[src/rtl/tmds_decoder_dvi.sv]
// -----------------------------------------------------------------------------
// tmds_decoder_dvi
//
// Decodes one DVI TMDS channel. It takes the 10-bit parallel symbols from an
// external 1:10 deserializer in the pixel clock domain. It finds the word
// boundary by hunting for runs of control tokens. Until a run is found, it
// asks the deserializer for bitslips. Once aligned, it recovers the 8-bit
// pixel data, the 2-bit control value and the display enable.
//
// Ports
//   i_pix_clk     in   1   pixel clock, all logic on the rising edge
//   i_rst         in   1   synchronous reset, active high
//   i_tmds        in   10  parallel TMDS symbol, bit 0 = first bit on the wire
//   o_data        out  8   decoded pixel data, valid when o_de = 1
//   o_ctrl        out  2   decoded control bits, valid when o_de = 0
//   o_de          out  1   display enable (1 = data symbol)
//   o_aligned     out  1   1 while the alignment FSM is in LOCKED
//   o_bitslip     out  1   one-cycle pulse: shift the word boundary by one bit
//   o_dbg_state   out  2   alignment FSM state (0 SEARCH, 1 SLIP, 2 LOCKED)
//   o_loss_count  out  8   LOCKED->SEARCH transitions, saturating
//                          (present only with TMDS_DECODER_LOSS_CNT_EN)
//
// Build option
//   TMDS_DECODER_LOSS_CNT_EN : adds o_loss_count. When the macro is undefined,
//                              the port and its counter are absent.
//
// Timing
//   i_tmds is registered once (stage 1). The FSM and the decoder both look at
//   the stage-1 symbol. The decoded outputs are registered (stage 2), so the
//   latency from i_tmds to the outputs is 2 cycles.
// -----------------------------------------------------------------------------
module tmds_decoder_dvi #(
    parameter int CTRL_RUN       = 8,
    parameter int SEARCH_TIMEOUT = 1024,
    parameter int SLIP_WAIT      = 4,
    parameter int LOCK_TIMEOUT   = 4096
) (
    input  logic       i_pix_clk,
    input  logic       i_rst,
    input  logic [9:0] i_tmds,
    output logic [7:0] o_data,
    output logic [1:0] o_ctrl,
    output logic       o_de,
    output logic       o_aligned,
    output logic       o_bitslip,
    output logic [1:0] o_dbg_state
`ifdef TMDS_DECODER_LOSS_CNT_EN
    ,
    output logic [7:0] o_loss_count
`endif
);

    // Each counter only needs to reach its parameter minus one before it
    // forces a state change. The +1 keeps the width at least 1 bit when a
    // parameter is 1.
    localparam int RUN_W  = $clog2(CTRL_RUN + 1);
    localparam int SRCH_W = $clog2(SEARCH_TIMEOUT + 1);
    localparam int SLIP_W = $clog2(SLIP_WAIT + 1);
    localparam int IDLE_W = $clog2(LOCK_TIMEOUT + 1);

    localparam logic [RUN_W-1:0]  RUN_LAST  = RUN_W'(CTRL_RUN - 1);
    localparam logic [SRCH_W-1:0] SRCH_LAST = SRCH_W'(SEARCH_TIMEOUT - 1);
    localparam logic [SLIP_W-1:0] SLIP_LAST = SLIP_W'(SLIP_WAIT - 1);
    localparam logic [IDLE_W-1:0] IDLE_LAST = IDLE_W'(LOCK_TIMEOUT - 1);

    typedef enum logic [1:0] {
        ST_SEARCH = 2'd0,
        ST_SLIP   = 2'd1,
        ST_LOCKED = 2'd2
    } state_t;

    state_t            state, state_nxt;
    logic [9:0]        q1;
    logic [RUN_W-1:0]  run_cnt;
    logic [SRCH_W-1:0] search_cnt;
    logic [SLIP_W-1:0] slip_cnt;
    logic [IDLE_W-1:0] idle_cnt;

    logic              is_tok;
    logic [1:0]        tok_ctrl;
    logic [7:0]        d_pre;
    logic [7:0]        dec_data;

    // Stage 1: capture the deserializer word.
    always_ff @(posedge i_pix_clk) begin
        if (i_rst) q1 <= '0;
        else       q1 <= i_tmds;
    end

    // Control token recognition on the stage-1 symbol.
    always_comb begin
        is_tok   = 1'b1;
        tok_ctrl = 2'b00;
        case (q1)
            10'b1101010100: tok_ctrl = 2'b00;
            10'b0010101011: tok_ctrl = 2'b01;
            10'b0101010100: tok_ctrl = 2'b10;
            10'b1010101011: tok_ctrl = 2'b11;
            default:        is_tok   = 1'b0;
        endcase
    end

    // Data decode. Bit 9 undoes the DC-balance inversion. Bit 8 selects
    // between the XOR and XNOR transition-minimising chains.
    always_comb begin
        d_pre       = q1[9] ? ~q1[7:0] : q1[7:0];
        dec_data    = '0;
        dec_data[0] = d_pre[0];
        for (int i = 1; i < 8; i++) begin
            dec_data[i] = q1[8] ? (d_pre[i] ^ d_pre[i-1]) : ~(d_pre[i] ^ d_pre[i-1]);
        end
    end

    // Alignment FSM, next-state logic. If a run completes in the same cycle
    // as the search timeout, the lock wins and no slip is issued.
    always_comb begin
        state_nxt = state;
        case (state)
            ST_SEARCH: begin
                if (is_tok && run_cnt == RUN_LAST) state_nxt = ST_LOCKED;
                else if (search_cnt == SRCH_LAST)  state_nxt = ST_SLIP;
            end
            ST_SLIP: begin
                if (slip_cnt == SLIP_LAST) state_nxt = ST_SEARCH;
            end
            ST_LOCKED: begin
                if (!is_tok && idle_cnt == IDLE_LAST) state_nxt = ST_SEARCH;
            end
            default: state_nxt = ST_SEARCH;
        endcase
    end

    // State register and counters. Every counter clears whenever the FSM
    // changes state, so no counter can ever wrap.
    always_ff @(posedge i_pix_clk) begin
        if (i_rst) begin
            state      <= ST_SEARCH;
            run_cnt    <= '0;
            search_cnt <= '0;
            slip_cnt   <= '0;
            idle_cnt   <= '0;
        end else begin
            state <= state_nxt;

            if (state == ST_SEARCH && state_nxt == ST_SEARCH) begin
                run_cnt    <= is_tok ? run_cnt + 1'b1 : '0;
                search_cnt <= search_cnt + 1'b1;
            end else begin
                run_cnt    <= '0;
                search_cnt <= '0;
            end

            if (state == ST_SLIP && state_nxt == ST_SLIP) slip_cnt <= slip_cnt + 1'b1;
            else                                          slip_cnt <= '0;

            if (state == ST_LOCKED && state_nxt == ST_LOCKED) idle_cnt <= is_tok ? '0 : idle_cnt + 1'b1;
            else                                              idle_cnt <= '0;
        end
    end

    // Stage 2: registered decode. The outputs are forced to zero unless the
    // FSM is LOCKED. On a data symbol, o_ctrl keeps its last token value.
    always_ff @(posedge i_pix_clk) begin
        if (i_rst) begin
            o_data <= '0;
            o_ctrl <= '0;
            o_de   <= 1'b0;
        end else if (state == ST_LOCKED) begin
            if (is_tok) begin
                o_data <= '0;
                o_ctrl <= tok_ctrl;
                o_de   <= 1'b0;
            end else begin
                o_data <= dec_data;
                o_de   <= 1'b1;
            end
        end else begin
            o_data <= '0;
            o_ctrl <= '0;
            o_de   <= 1'b0;
        end
    end

    // The bitslip pulse is the first cycle of SLIP. Reset returns the FSM to
    // SEARCH, which cancels any slip that is pending.
    assign o_bitslip   = (state == ST_SLIP) && (slip_cnt == '0);
    assign o_aligned   = (state == ST_LOCKED);
    assign o_dbg_state = state;

`ifdef TMDS_DECODER_LOSS_CNT_EN
    always_ff @(posedge i_pix_clk) begin
        if (i_rst)
            o_loss_count <= '0;
        else if (state == ST_LOCKED && state_nxt == ST_SEARCH && o_loss_count != 8'hFF)
            o_loss_count <= o_loss_count + 8'd1;
    end
`endif

endmodule

[config.mk]
export PLATFORM = sky130hd
export DESIGN_NAME = tmds_decoder_dvi
export DESIGN_NICKNAME = d
export VERILOG_FILES = /design/src/rtl/tmds_decoder_dvi.sv
export SDC_FILE = /design/constraint.sdc
export NUM_CORES = 1
export LEC_CHECK = 0
export ABC_AREA = 1
export ABC_CLOCK_PERIOD_IN_PS = 2500
export BUFFER_PORTS_ARGS = -buffer_cell sky130_fd_sc_hd__buf_4
export CAP_MARGIN = 20
export CORE_MARGIN = 2
export CORE_UTILIZATION = 27
export DETAILED_ROUTE_END_ITERATION = 7
export PLACE_DENSITY = 0.49
export SLEW_MARGIN = 20
export SYNTH_ARGS = -nofsm -noshare
export SYNTH_HDL_FRONTEND = slang
export SYNTH_SLANG_ARGS = --single-unit
[constraint.sdc]
create_clock -name i_pix_clk -period 2.5 [get_ports i_pix_clk]
set_clock_uncertainty 0.2 [all_clocks]
set_input_delay 0.5 -clock i_pix_clk [delete_from_list [all_inputs] [get_ports i_pix_clk]]
set_output_delay 0.5 -clock i_pix_clk [all_outputs]
set_load 0.01 [all_outputs]
Yosys cells after proc, flatten, opt, wreduce, memory -nomap -nowiden
Cells that the tools add are included.
- memory bits (writable): 0
- memories: 0
- output and inout bits: 15
- memory bits (read-only): 0
- flip-flop bits (word level): 54
- latch bits: 0
- logic and storage cells: 78
- multiplexer cells: 16
- divide/modulo/power cells: 0
- $lt $le $gt $ge: 0
- reduce and logical (&&, ||, !) cells: 17
- bitwise gates (word level): 20
- $add $sub $neg: 4
- equal/unequal tests: 12
- multiply operators: 0
- shift operators: 0
- operators by type and width (cell ; number):
    10-bit == test, second input constant ; 2
    13-bit by 1-bit adder with 13-bit output, second input constant ; 1
    13-bit by 12-bit == test with 1-bit output, second input constant ; 1
    1-bit NOT ; 12
    2-bit one-hot mux with 3 select lines ; 2
    11-bit by 1-bit adder with 11-bit output, second input constant ; 1
    11-bit by 10-bit == test with 1-bit output, second input constant ; 1
    10-bit by 8-bit == test with 1-bit output, second input constant ; 1
    10-bit by 9-bit == test with 1-bit output, second input constant ; 1
    1-bit two-way mux ; 9
    3-bit OR reduction ; 3
    2-bit two-way mux ; 4
    8-bit two-way mux ; 1
    8-bit NOT ; 1
    1-bit bitwise XOR ; 7
    1-bit logical AND ; 6
    2-bit OR reduction ; 3
    4-bit by 1-bit adder with 4-bit output, second input constant ; 1
    2-bit by 1-bit == test with 1-bit output, second input constant ; 2
    2-bit == test, second input constant ; 2
    4-bit by 3-bit == test with 1-bit output, second input constant ; 1
    2-bit logical NOT ; 2
    4-bit OR reduction ; 1
    3-bit by 1-bit adder with 3-bit output, second input constant ; 1
    3 further kinds ; 3

Depth between registers and ports, before layout
Gate-level depths: netlist of run 1.
- depth in word-level cells: 11
- depth in mapped cells: 13

Worst setup path after synthesis of run 1
Ideal clock, no wire load.
- path kind: register to register
- from: reg idle_cnt[0]
- to: reg idle_cnt[2]
- required time: 2.184 ns
- data arrival time: 1.390 ns
- slack: 0.794 ns
- clock period less this slack: 1.706 ns
- stages on the path, launching flop included: 12
- cells stage by stage: dfxtp_1 > ha_1 > nand2_1 > nor2_2 > nand2_2 > nor2_1 > nand2_1 > o21ai_2 > nand2_1 > nand2_2 > buf_6 > nor2_1
- longest elaborated chain between the ends: 8
- elaborated cells between the ends (all ways): 9
- classes of those cells: 1 x add/sub; 2 x eq/ne; 2 x mux; 1 x bitwise; 3 x reduce/logical
- ends and longest elaborated chain (element ; line ; source):
    start: declaration ; 77 ; logic [IDLE_W-1:0] idle_cnt;
    start signal: assignment ; 156 ; if (state == ST_LOCKED && state_nxt == ST_LOCKED) idle_cnt <= is_tok ? '0 : idle_cnt + 1'b1;
    13-bit by 12-bit == test with 1-bit output ; 127 ; if (!is_tok && idle_cnt == IDLE_LAST) state_nxt = ST_SEARCH;
    1-bit logical AND ; 127 ;
    2-bit two-way mux ; 127 ;
    2-bit one-hot mux with 3 select lines ; 118 ; case (state)
    2-bit == test ; 156 ;
    1-bit logical AND ; 156 ;
    1-bit NOT (no source line) ; - ;
    3-bit OR reduction (no source line) ; - ;
Parallel ways exist; a longest one is shown, timed or not.
A chain may end at the register's enable or synchronous reset.

Worst setup path in the final report of run 1
- from: reg q1[4]
- to: reg search_cnt[10]
- longest elaborated chain between the ends: 11
- elaborated cells between the ends (all ways): 16
- classes of those cells: 4 x eq/ne; 4 x mux; 1 x bitwise; 7 x reduce/logical
- ends and longest elaborated chain (element ; line ; source):
    start: declaration ; 73 ; logic [9:0] q1;
    start signal: assignment ; 87 ; else q1 <= i_tmds;
    10-bit == test (tied with other cells) ; 94 ; case (q1)
    4-bit OR reduction (no source line) * ; - ;
    1-bit two-way mux * ; 94 ;
    1-bit logical NOT ; 127 ;
    1-bit logical AND ; 127 ;
    2-bit two-way mux ; 127 ;
    2-bit one-hot mux with 3 select lines * ; 118 ;
    2-bit logical NOT * ; 145 ; if (state == ST_SEARCH && state_nxt == ST_SEARCH) begin
    1-bit logical AND * ; 145 ;
    1-bit NOT (no source line) * ; - ;
    2-bit OR reduction (no source line) * ; - ;
    end signal: assignment ; 147 ; search_cnt <= search_cnt + 1'b1;
    end: declaration ; 75 ; logic [SRCH_W-1:0] search_cnt;
Mark *: on every way between the ends. The rest lies on a longest branch, timed or not.

==> results by group, run 1 <==
Power and ir drop
  – Clock share of power: 37.6%
  – Total power draw: 1.54 mW
  – Combinational share of power: 4.9%
  – Leak Pwr: 1.15 nW
  – Net Sw Power: 0.324 mW
  – P_int: 1.21 mW
  – Power share of the sequential group: 57.5%
  – Power Density: 554 mW/mm2
  – Worst vdd ir: 0.000328 V
  – Switch share: 21.1%

Detailed routing
  – WL per Instance: 8.61 um
  – DRC Markers: 0
  – Pre-antenna DRT Iters: 4
  – Final WL: 3.69 mm
  – Post-DR vias/cell: 3.91
  – DR vias: 1677
  – ANT nets after route: 0
  – Initial drt markers: 44

Final layout
  – Layout cells sized above 1: 19.3%
  – Fillcell total: 948
  – Final nets: 346
  – Most common cell after layout, fill and taps aside: dfxtp_1
  – Commonest cells after routing, fill and taps aside: 54 x dfxtp_1, 52 x nor2_1, 49 x inv_1, 36 x nand2_1, 27 x buf_4
  – Post-Layout Cell Count: 429
  – Final instance area: 0.00277 mm2
  – Area growth syn-to-layout: 17.4%
  – Final antenna diode count: 0
  – Post-layout util: 32.3%

Synth
  – Cell Area, Synth: 0.00236 mm2
  – Synth Warn #: 0
  – Register area share after synthesis: 45.7%
  – Synth unique cells: 23
  – Synthesized flop and latch total: 54
  – Cell count after synthesis: 290
  – Mean area per synthesized cell: 8.15 um2
  – Synthesized net count: 316
  – Post-synth top area share: 45.7%
  – Leading post-synthesis cells by cell area: dfxtp_1 46%, nor2_1 8.3%, inv_1 7.8%
  – Synth area leader: dfxtp_1

STA
  – Hold WS: 0.186 ns
  – Crit path time final: 1.89 ns
  – Fin. max-slew vios: 0
  – Final setup TNS: 0 ns
  – Worst Max-Slew Pin Slew: 0.422 ns
  – Final setup viols: 0
  – Endpoints failing hold: 0
  – RSZ-0062 raised after global routing: false
  – Tcrit/Tclk final: 75.6%
  – Max frequency: 529 MHz
  – Final WS setup: 0.609 ns
  – Max-slew headroom: 71.6%

Clock network
  – Cts hold-fix bufs: 0
  – Cts bufs inserted: 5
  – Clock latency on the worst-skew pair: 0.31 ns
  – Post-CTS sizing: 0
  – CTS max path bufs: 2
  – CTS root buffer: clkbuf_8
  – # clock sinks: 54
  – Clk slew on worst S/H paths: 0.10 ns
  – H-tree Lvls: 2
  – Setup Buffers After CTS: 0
  – CTS tree: done

Critical path
  – Worst R2R End: search_cnt[10]
  – Worst Path Required: 2.54 ns
  – Worst r2r src: q1[4]
  – CP max FO: 11
  – R2r worst-path depth: 11
  – Worst Path Arrival: 1.93 ns
  – Crit start category: flop
  – Worst-case register-to-register setup slack: 0.61 ns
  – Crit Path Class: flop to flop
  – CP endpoint kind: flop

Place
  – Dpl cell area: 0.00266 mm2
  – Gp weighted congestion: 0.740
  – Inst Count DP: 421
  – IO Port Bufs: 26
  – Detailed placer's ending HPWL: 2.88 mm
  – Place WS: 0.594 ns

Hold path
  – Tightest Hold Check Type: primary input to flop
  – Min-Delay Path Depth: 3
  – Worst Hold Path EP: q1[8]
  – HP Start: i_tmds[8]

Die
  – Die Span Y: 97.6 um
  – Rows: 34
  – Starting Density: 27.5%
  – # IOs: 27
  – Die Span X: 97.6 um
  – Die area: 0.00952 mm2
  – CORE AREA: 0.00859 mm2

Global routing
  – First-pass GRT wire length: 6.79 mm
  – Initial antenna violation count: 0
  – Number of global-route vias before repair: 1587
  – All-layer global routing usage: 8.57%
  – Gr ovfl total: 0
  – Pin count of the biggest net entering global routing: 17

Status
  – Status: completed

Flow run
  – Max-cap check violation count: 0
-- critical path, cell delays in order (launching register included) --
cell and delay, ns:
dfxtp_1 0.39, ha_1 0.18, nand2_1 0.05, nor2_1 0.16
nand2_2 0.11, nand2_4 0.10, nand2_2 0.06, nand2_1 0.06
nand2_1 0.05, nand2_2 0.08, nand2_2 0.20, a21oi_1 0.18
-- worst max-delay path by stage --
stage | from | end | slack (ns) | cells after the start
2_1_floorplan | idle_cnt[0] | idle_cnt[2] | 0.79 | 11
3_3_place_gp | idle_cnt[0] | idle_cnt[11] | 0.63 | 10
3_5_place_dp | q1[4] | search_cnt[10] | 0.59 | 11
4_1_cts | q1[4] | search_cnt[10] | 0.57 | 11
5_1_grt | idle_cnt[0] | idle_cnt[3] | 0.36 | 10
6_report | q1[4] | search_cnt[10] | 0.61 | 11
-- cell usage after synthesis, drive strengths merged --
cell type  instances
xnor2             12
xor2              12
ha                14
nand2             44
dfxtp             54
buf                3
nand3b             1
nand4              5
nor3               2
a21oi             11
nor2              63
nor4               1
nand3             10
inv               50
o21ai              3
or2                4
clkbuf             1
-- registers in the layout (all words and copies together), names as in the netlist --
register / flops
q1: 10
o_ctrl: 2
idle_cnt: 13
o_dbg_state: 2
o_data: 8
search_cnt: 11
slip_cnt: 3
o_de: 1
run_cnt: 4
-- per-layer routing --
layer  global-route usage, %  part of all wire, %  vias to the layer above
met1                    10.3                   48                      728
li1                        -                    -                      925
met3                    2.16                  3.2                        6
met2                    14.2                   46                       18
met5                       0                    0                        -
met4                    4.17                  2.4                        0
-- logic make-up after synthesis --
group	Yosys count	synth area share (%)
xor gates and xnor gates	24	8.89
AOI/OAI and AO/OA	14	3.44
DFF	54	45.7
and+or+nand+nor	130	25.0
adders and majority gates	14	7.41
buffers and inverters	54	9.53
-- power groups by stage --
stage | Combinational (mW) | Sequential (mW) | Clock [mW]
6_report | 0.0756 | 0.883 | 0.577
5_1_grt | 0.0870 | 0.886 | 0.631
4_1_cts | 0.0776 | 0.883 | 0.606
3_5_place_dp | 0.0772 | 0.903 | 0
3_3_place_gp | 0.0766 | 0.903 | 0
2_1_floorplan | 0.0578 | 0.901 | 0
-- layout make-up --
| cell class | count | area, um2 | area share [%] |
|---|---|---|---|
| Inverter | 50 | 188 | 6.77 |
| Multi-Input combinational cell | 182 | 1060 | 38.1 |
| Tap cell | 108 | 135 | 4.87 |
| Clock buffer | 6 | 72.6 | 2.62 |
| Timing Repair Buffer | 27 | 203 | 7.31 |
| Clock inverter | 2 | 37.5 | 1.35 |
| Sequential cell | 54 | 1080 | 39.0 |
No activity file was read; power rests on OpenSTA's default activity.
==> run 2, diff against run 1 <==
--- a/config.mk
+++ b/config.mk
@@ -6,7 +6,7 @@
 export NUM_CORES = 1
 export LEC_CHECK = 0
 export ABC_AREA = 1
-export ABC_CLOCK_PERIOD_IN_PS = 2500
+export ABC_CLOCK_PERIOD_IN_PS = 1900
 export BUFFER_PORTS_ARGS = -buffer_cell sky130_fd_sc_hd__buf_4
 export CAP_MARGIN = 20
 export CORE_MARGIN = 2
==> constraint.sdc (replaced) <==
create_clock -name i_pix_clk -period 1.9 [get_ports i_pix_clk]
set_clock_uncertainty 0.2 [all_clocks]
set_input_delay 0.38 -clock i_pix_clk [delete_from_list [all_inputs] [get_ports i_pix_clk]]
set_output_delay 0.38 -clock i_pix_clk [all_outputs]
set_load 0.01 [all_outputs]
==> run 2 against run 1 <==
Non-clock buffer count is 9 higher; final cell count grew 2.1%; flip-flop and latch count unchanged; clock-buffer cell count unchanged; highest routed layer unchanged; fmax is 7.8% higher.
==> results by group, run 2 (synthesized netlist as in run 1, its figures left out) <==
STA
  – Fin. max-slew vios: 0 (unchanged)
  – Worst Max-Slew Pin Slew: 0.432 ns (was 0.422 ns)
  – Max-slew headroom: 70.9% (was 71.6%)
  – RSZ-0062 raised after global routing: true (was false)
  – Endpoints failing hold: 0 (unchanged)
  – Final setup TNS: 0 ns (unchanged)
  – Tcrit/Tclk final: 92.3% (was 75.6%)
  – Max frequency: 570 MHz (was 529 MHz)
  – Crit path time final: 1.75 ns (was 1.89 ns)
  – Final setup viols: 0 (unchanged)

Global routing
  – Gr ovfl total: 0 (unchanged)
  – Pin count of the biggest net entering global routing: 16 (was 17)
  – Number of global-route vias before repair: 1662 (was 1587)
  – All-layer global routing usage: 9.18% (was 8.57%)
  – First-pass GRT wire length: 7.16 mm (was 6.79 mm)
  – Initial antenna violation count: 0 (unchanged)

Critical path
  – CP endpoint kind: flop (unchanged)
  – Worst Path Arrival: 1.75 ns (was 1.93 ns)
  – Top Family by Delay on Critical Path: simple AND/OR/NAND/NOR gates (unchanged)
  – Slowest stage cell on the critical path: dfxtp_2 (was dfxtp_1)
  – Worst R2R End: idle_cnt[3] (was search_cnt[10])
  – Critical path's most frequent cell: nand2_2 (unchanged)
  – WP depth: 10 (was 11)
  – Worst r2r src: idle_cnt[1] (was q1[4])
  – Crit Path Class: flop to flop (unchanged)
  – CP Launch Point: idle_cnt[1] (was q1[4])
  – Critical path's largest stage delay: 0.37 ns (was 0.39 ns)
  – R2r worst-path depth: 10 (was 11)
  – Worst Path Required: 1.90 ns (was 2.54 ns)
  – CP max FO: 7 (was 11)
  – Crit start category: flop (unchanged)
  – CP Cell Sequence: ha_4 -> nand2_1 -> nor2_2 -> nand2_2 -> nor2_2 -> nand2_2 -> o21ai_2 -> nand2_2 -> nand2_4 -> nor2_1 (was ha_1 -> nand2_1 -> nor2_1 -> nand2_2 -> nand2_4 -> nand2_2 -> nand2_1 -> nand2_1 -> nand2_2 -> nand2_2 -> a21oi_1)
  – CP bufs+invs: 0 (unchanged)
  – Worst-case register-to-register setup slack: 0.15 ns (was 0.61 ns)
  – Critical Path End: idle_cnt[3] (was search_cnt[10])

Power and ir drop
  – Power Density: 650 mW/mm2 (was 554 mW/mm2)
  – Total power draw: 1.88 mW (was 1.54 mW)
  – Worst vdd ir: 0.000255 V (was 0.000328 V)
  – Leak Pwr: 1.21 nW (was 1.15 nW)

Clock network
  – Cts bufs inserted: 5 (unchanged)
  – Clock latency on the worst-skew pair: 0.31 ns (about the same)
  – Cts hold-fix bufs: 0 (unchanged)
  – CTS tree: done (unchanged)
  – # clock sinks: 54 (unchanged)
  – CTS max path bufs: 2 (unchanged)
  – Clk slew on worst S/H paths: 0.09 ns (was 0.10 ns)
  – H-tree Lvls: 2 (unchanged)
  – CTS root buffer: clkbuf_8 (unchanged)

Final layout
  – Most flops, register: idle_cnt (unchanged)
  – Final nets: 356 (was 346)
  – Largest register FFs: 13 (unchanged)
  – Commonest cells after routing, fill and taps aside: 49 x dfxtp_1, 48 x inv_1, 47 x nor2_1, 36 x buf_4, 34 x nand2_1 (was 54 x dfxtp_1, 52 x nor2_1, 49 x inv_1, 36 x nand2_1, 27 x buf_4)
  – Post-layout util: 33.7% (was 32.3%)
  – Most common cell after layout, fill and taps aside: dfxtp_1 (unchanged)
  – Final antenna diode count: 0 (unchanged)
  – Fillcell total: 926 (was 948)
  – Layout cells sized above 1: 26.1% (was 19.3%)
  – Post-Layout Cell Count: 438 (was 429)
  – Area growth syn-to-layout: 22.4% (was 17.4%)
  – Largest regs: idle_cnt (13), search_cnt (11), q1 (10) (unchanged)

Detailed routing
  – ANT nets after route: 0 (unchanged)
  – Post-DR vias/cell: 3.98 (was 3.91)
  – DRC Markers: 0 (unchanged)
  – Initial drt markers: 69 (was 44)
  – DR vias: 1742 (was 1677)
  – WL per Instance: 9.25 um (was 8.61 um)
  – Pre-antenna DRT Iters: 4 (unchanged)
  – Final WL: 4.05 mm (was 3.69 mm)

Hold path
  – Tightest Hold Check Type: primary input to flop (unchanged)

Place
  – Detailed placer's ending HPWL: 2.97 mm (was 2.88 mm)
  – IO Port Bufs: 26 (unchanged)
  – Inst Count DP: 425 (was 421)
  – Gp weighted congestion: 0.707 (was 0.740)

Die
  – Die area: 0.00952 mm2 (unchanged)
  – Rows: 34 (unchanged)
  – Die Span Y: 97.6 um (unchanged)
  – CORE AREA: 0.00859 mm2 (unchanged)
  – # IOs: 27 (unchanged)
  – Starting Density: 27.5% (unchanged)
  – Die Span X: 97.6 um (unchanged)

Status
  – Status: completed (unchanged)

Flow run
  – Max-cap check violation count: 0 (unchanged)
==> run 2: layout make-up <==
type / instances / area (um2) / area share (%)
multi-input combinational: 183 / 1130 / 39.1
clock buffer: 6 / 72.6 / 2.51
sequential: 54 / 1090 / 37.6
clock inverter: 1 / 7.51 / 0.260
timing repair buffer: 36 / 270 / 9.34
tap: 108 / 135 / 4.67
inverter: 50 / 188 / 6.49
==> run 2: repair_timing <==
item                       CTS  global route
hold endpoints to repair     0             0
gates resized for setup      0            22
setup endpoints to repair    0            35
setup buffers                0             5
==> run 2: stage by stage <==
step | area (um2) | hold slack, ns | worst slack (ns)
final | 2890 | 0.0707 | 0.146
after global routing | 2890 | 0.0647 | -0.0211
after CTS | 2770 | 0.0562 | 0.0249
after detailed placement | 2690 | 0.237 | 0.0592
after global placement | 2690 | 0.233 | 0.0779
after floorplan | 2360 | 0.217 | 0.194
==> run 2: worst min-delay path by stage <==
| stage | start | end | slack [ns] | cells past startpoint |
|---|---|---|---|---|
| after global placement | slip_cnt[0] | slip_cnt[0] | 0.23 | 1 |
| after global routing | i_tmds[1] | q1[1] | 0.06 | 3 |
| after detailed placement | run_cnt[0] | run_cnt[0] | 0.24 | 1 |
| after floorplan | slip_cnt[0] | slip_cnt[0] | 0.22 | 1 |
| after CTS | i_tmds[9] | q1[9] | 0.06 | 3 |
| final | i_tmds[9] | q1[9] | 0.07 | 3 |
==> run 2: metal layers <==
layer | vias up | wire, um | global-route usage, %
met5 | - | 0 | 0
met4 | 0 | 79 | 4.49
met3 | 5 | 109 | 2.09
met2 | 19 | 1940 | 15.3
met1 | 766 | 1920 | 11.1
li1 | 952 | - | -
==> run 2: worst register-to-register path, cell delays in order, from the launching register on <==
cell	delay, ns
dfxtp_2	0.37
ha_4	0.14
nand2_1	0.06
nor2_2	0.13
nand2_2	0.09
nor2_2	0.12
nand2_2	0.07
o21ai_2	0.17
nand2_2	0.12
nand2_4	0.12
nor2_1	0.05
==> run 2: power breakdown <==
group          switching, mW  leakage [nW]  internal, mW
Clock                  0.361        0.0373         0.254
Combinational         0.0504         0.733        0.0539
Sequential            0.0136         0.440          1.15
Total                  0.425          1.21          1.46
